<file path="src/rtl/ram_key_arbiter.sv">
// Arbitrates the single-port data RAM between the CPU data port and a FIFO of keyboard writes.
// Optional macro KEY_READ_BYPASS_EN: CPU reads return the youngest pending key write to the same address.
module ram_key_arbiter #(
   parameter int DEPTH    = 4,
   parameter int PTR_W    = 2,
   parameter int MAX_WAIT = 8
) (
   input  logic        clk,
   input  logic        rst_n,
   input  logic        cpu_req,
   input  logic [12:0] cpu_addr,
   input  logic        cpu_wen,
   input  logic [31:0] cpu_wdata,
   output logic [31:0] cpu_rdata,
   output logic        cpu_stall,
   input  logic        key_req,
   input  logic [12:0] key_addr,
   input  logic [31:0] key_wdata,
   output logic        key_full,
   output logic [7:0]  key_drop_cnt,
   output logic [12:0] ram_addr,
   output logic        ram_write_enable,
   output logic [31:0] ram_write_data,
   input  logic [31:0] ram_read_data
);

   localparam int CNT_W = PTR_W + 1;

   logic [12:0]      r_fifoAddr [DEPTH];
   logic [31:0]      r_fifoData [DEPTH];
   logic [PTR_W-1:0] r_wrPtr;
   logic [PTR_W-1:0] r_rdPtr;
   logic [CNT_W-1:0] r_count;
   logic [7:0]       r_waitCnt;
   logic [7:0]       r_dropCnt;

   logic w_empty;
   logic w_full;
   logic w_push;
   logic w_keySlot;

   assign w_empty   = (r_count == '0);
   assign w_full    = (r_count == CNT_W'(DEPTH));
   assign w_push    = key_req & ~w_full;
   assign w_keySlot = ~w_empty & (~cpu_req | (r_waitCnt == 8'(MAX_WAIT)));

   // Full is judged on the registered count, so a push is refused even when a pop happens in the same cycle.
   always_ff @(posedge clk or negedge rst_n) begin
      if (!rst_n) begin
         r_wrPtr   <= '0;
         r_rdPtr   <= '0;
         r_count   <= '0;
         r_waitCnt <= '0;
         r_dropCnt <= '0;
      end else begin
         if (w_push)
            r_wrPtr <= r_wrPtr + 1'b1;
         if (w_keySlot)
            r_rdPtr <= r_rdPtr + 1'b1;
         case ({w_push, w_keySlot})
            2'b10:   r_count <= r_count + 1'b1;
            2'b01:   r_count <= r_count - 1'b1;
            default: r_count <= r_count;
         endcase
         if (key_req && w_full && r_dropCnt != 8'hFF)
            r_dropCnt <= r_dropCnt + 1'b1;
         if (w_empty || w_keySlot)
            r_waitCnt <= '0;
         else if (cpu_req && r_waitCnt != 8'(MAX_WAIT))
            r_waitCnt <= r_waitCnt + 1'b1;
      end
   end

   always_ff @(posedge clk) begin
      if (w_push) begin
         r_fifoAddr[r_wrPtr] <= key_addr;
         r_fifoData[r_wrPtr] <= key_wdata;
      end
   end

   always_comb begin
      ram_addr         = cpu_addr;
      ram_write_enable = cpu_req & cpu_wen;
      ram_write_data   = cpu_wdata;
      cpu_stall        = 1'b0;
      if (w_keySlot) begin
         ram_addr         = r_fifoAddr[r_rdPtr];
         ram_write_enable = 1'b1;
         ram_write_data   = r_fifoData[r_rdPtr];
         cpu_stall        = cpu_req;
      end
   end

`ifdef KEY_READ_BYPASS_EN
   logic [PTR_W-1:0] w_idx;

   // Scan oldest to youngest so the last match wins.
   always_comb begin
      cpu_rdata = ram_read_data;
      w_idx     = '0;
      if (cpu_req && !cpu_wen && !w_keySlot) begin
         for (int i = 0; i < DEPTH; i++) begin
            w_idx = r_rdPtr + PTR_W'(i);
            if ((CNT_W'(i) < r_count) && (r_fifoAddr[w_idx] == cpu_addr))
               cpu_rdata = r_fifoData[w_idx];
         end
      end
   end
`else
   assign cpu_rdata = ram_read_data;
`endif

   assign key_full     = w_full;
   assign key_drop_cnt = r_dropCnt;

endmodule

</file>
<file path="config.mk">
export PLATFORM = sky130hd
export DESIGN_NAME = ram_key_arbiter
export DESIGN_NICKNAME = d
export VERILOG_FILES = /design/src/rtl/ram_key_arbiter.sv
export SDC_FILE = /design/constraint.sdc
export NUM_CORES = 1
export LEC_CHECK = 0
export ABC_AREA = 1
export CORE_ASPECT_RATIO = 1.75
export CORE_UTILIZATION = 64
export DETAILED_ROUTE_END_ITERATION = 8
export DONT_BUFFER_PORTS = 1
export HOLD_SLACK_MARGIN = 0.05
export PLACE_DENSITY = 0.91
export SLEW_MARGIN = 20
export SYNTH_ARGS = -nofsm -noshare
export SYNTH_HDL_FRONTEND = slang
export SYNTH_SLANG_ARGS = --single-unit
</file>
<file path="constraint.sdc">
create_clock -name clk -period 3.6 [get_ports clk]
set_input_delay 0.54 -clock clk [delete_from_list [all_inputs] [get_ports clk]]
set_output_delay 0.54 -clock clk [all_outputs]
set_load 0.02 [all_outputs]
</file>
==> results.md <==
* Outcome: complete, no violations
* Diodes inserted at 0
* Drt pass-1 iters at 5
* Pwr Total at 8.04 mW
* Design area at 10300 um2
* Fin. Hold Viols at 0
* R2R cell count at 9
* FF-to-FF setup slack at 1320 ps
* Total CTS buffers at 18
* Vias per inst at 5.46
* Clock tree sinks at 203
* Tcrit/Tclk final at 0.810
* Critical R2R Capture: r_count[2]
* I/O pins at 215
* Final count of pins violating max slew at 0
* EDFF count, synth at 180
* Fillers at 984
* Setup Skew at 15.0 ps
* Port bufs at 0
* Core area at 14800 um2
* Hold crit path type: input pin to async pin
* Fmax at 343 MHz
* Syn avg cell area at 9.17 um2
* Syn Nets at 1195
* Die width at 95.1 um
* WP data arrival at 2370 ps
* Die H at 165 um
* Power Dens Cells at 781 nW/um2
* Worst Path Max Fanout at 92
* Starting Density at 0.654
* Max rail drop VDD at 640 uV
* Post-synthesis sequential area ratio at 0.616
* Final WL at 20300 um
* GRT Residual Overflow at 0
* Clock Path Buffers at 3
* Worst Setup End Kind: output pin
* Crit. Startpoint: r_rdPtr[0]
* Initial antenna violation count at 0
* Synth-to-layout area growth at 6.08%
* WS Path Type: flip-flop to output pin
* Row cnt at 59
* Post-CTS setup buffers at 0
* Synthesized flop and latch total at 203
* Largest net degree at the start of global routing at 93
* Ys Warns at 0
* Slew @ Worst Pin at 1010 ps
* Vias in the first global route at 6257
* Yosys cell types at 25
* Cell count after synthesis at 1059
* Finished Core Util at 0.694
* DRC viols at 0
* Setup TNS at 0 ps
* Reg-to-Reg Start: r_count[0]
* Clk root buf: clkbuf_16
* Slew margin rel. at 0.330
* Vias post-DR at 6624
* Leading cell type in the layout, fill and taps excluded: nand2_1
* Max-cap violations at 0
* Global-route wire length before repair at 30700 um
* RSZ-0062 raised after global routing: false
* Layout cells sized above 1 at 0.0515
* DRT iter0 DRCs at 474
* Total GRT Usage at 0.262
* Worst setup path end: ram_write_data[19]
* GPL Wtd Cong at 0.816
* Worst-path clk slew at 60 ps
* Ys flop type: edfxtp_1
* TritonCTS clock tree: done
* Async S/R FF share, synth at 0.113
* Setup crit start kind: flip-flop
* H-Tree Level Count at 1
* Placed wire-length estimate at 12600 um
* Commonest cells after routing, fill and taps aside: nand2_1, inv_1, edfxtp_1
* Die area at 15700 um2
* Area after DPL at 9680 um2
* Post-DRT Antenna Nets at 0
* Fin crit period at 2910 ps
* Final setup fails at 0
* Critical Path RT at 3060 ps
* Drt wl/cell at 16.7 um
* Syn Std Cell Area at 9710 um2
* Clk_lat worst skew at 480 ps
* Final #Nets at 1154
* Lkg Pwr at 4.88 nW
cells by family after synthesis:
family,share of synthesized area
AO/OA/AOI/OAI,0.00644
XOR/XNOR,0.00812
adder cells (fa/ha/maj),0.0124
buffers and inverters,0.127
flip-flops,0.616
AND/OR/NAND/NOR,0.230
stage by stage:
stage	hold slack, ps	setup slack [ps]	std cells
after floorplan	244	530	1059
after global placement	245	1270	1180
after detailed placement	245	1210	1180
after CTS	145	705	1213
after global routing	70.8	575	1213
final	35.9	685	1213
worst min-delay path by stage:
stage / end / slack [ps] / cells past startpoint
CTS: r_fifoData[1][27] / 150 / 0
global placement: key_drop_cnt[5] / 240 / 0
global route: key_drop_cnt[5] / 70 / 1
floorplan: key_drop_cnt[0] / 240 / 0
finish: r_waitCnt[6] / 40 / 1
detailed placement: key_drop_cnt[5] / 240 / 0
power by group:
part / leakage, nW / switching, mW / total, mW / internal (mW)
combinational: 2.63 / 2.10 / 2.86 / 0.757
clock: 0.300 / 0.775 / 1.94 / 1.16
sequential: 1.94 / 0.167 / 3.25 / 3.08
repair_timing:
item / in CTS / in global routing
hold buffers: 1 / 0
hold endpoints to repair: 23 / 0
resized for setup: 0 / 0
critical path, cell delays in order (launching register included):
cell and delay (ps):
dfrtp_4 410, buf_4 710, nand2_1 180, nand3_1 140
nand2_1 90, nand3_1 90, nand2_1 160
synthesized netlist by cell type (2+ instances only):
cell type / n / area share
o21ai_0: 4 / 0.0021
nand3b_1: 2 / 0.0015
ha_1: 8 / 0.010
clkbuf_1: 16 / 0.0062
buf_4: 35 / 0.027
buf_1: 8 / 0.0031
dfrtp_1: 23 / 0.059
buf_2: 14 / 0.0072
buf_6: 2 / 0.0023
a21oi_1: 2 / 0.0010
inv_1: 209 / 0.081
inv_2: 2 / 0.00077
xor2_1: 6 / 0.0054
xnor2_1: 3 / 0.0027
edfxtp_1: 180 / 0.56
nand4_1: 2 / 0.0013
nor2_1: 23 / 0.0089
nand3_1: 144 / 0.074
nand2_1: 370 / 0.14
layer usage:
metal / GRT usage / wire length [um]
met4: 0.164 / 1150
met3: 0.0645 / 1930
met5: 0 / 0
met1: 0.276 / 6580
met2: 0.456 / 10600
registers in the layout, indices dropped and copies added (netlist names):
signal        cells
r_fifoAddr       52
r_count           3
r_fifoData      128
r_wrPtr           2
r_rdPtr           2
r_waitCnt         8
key_drop_cnt      8
layout make-up:
type	instances	area (um2)	share of cell area
well taps	183	229	0.0222
clock buffers	27	567	0.0550
repair buffers	14	140	0.0136
inverters	211	792	0.0769
clock inverters	5	50.0	0.00486
flip-flops and latches	203	5990	0.581
multi-input cells	570	2540	0.246
No activity file was read; power rests on OpenSTA's default activity.
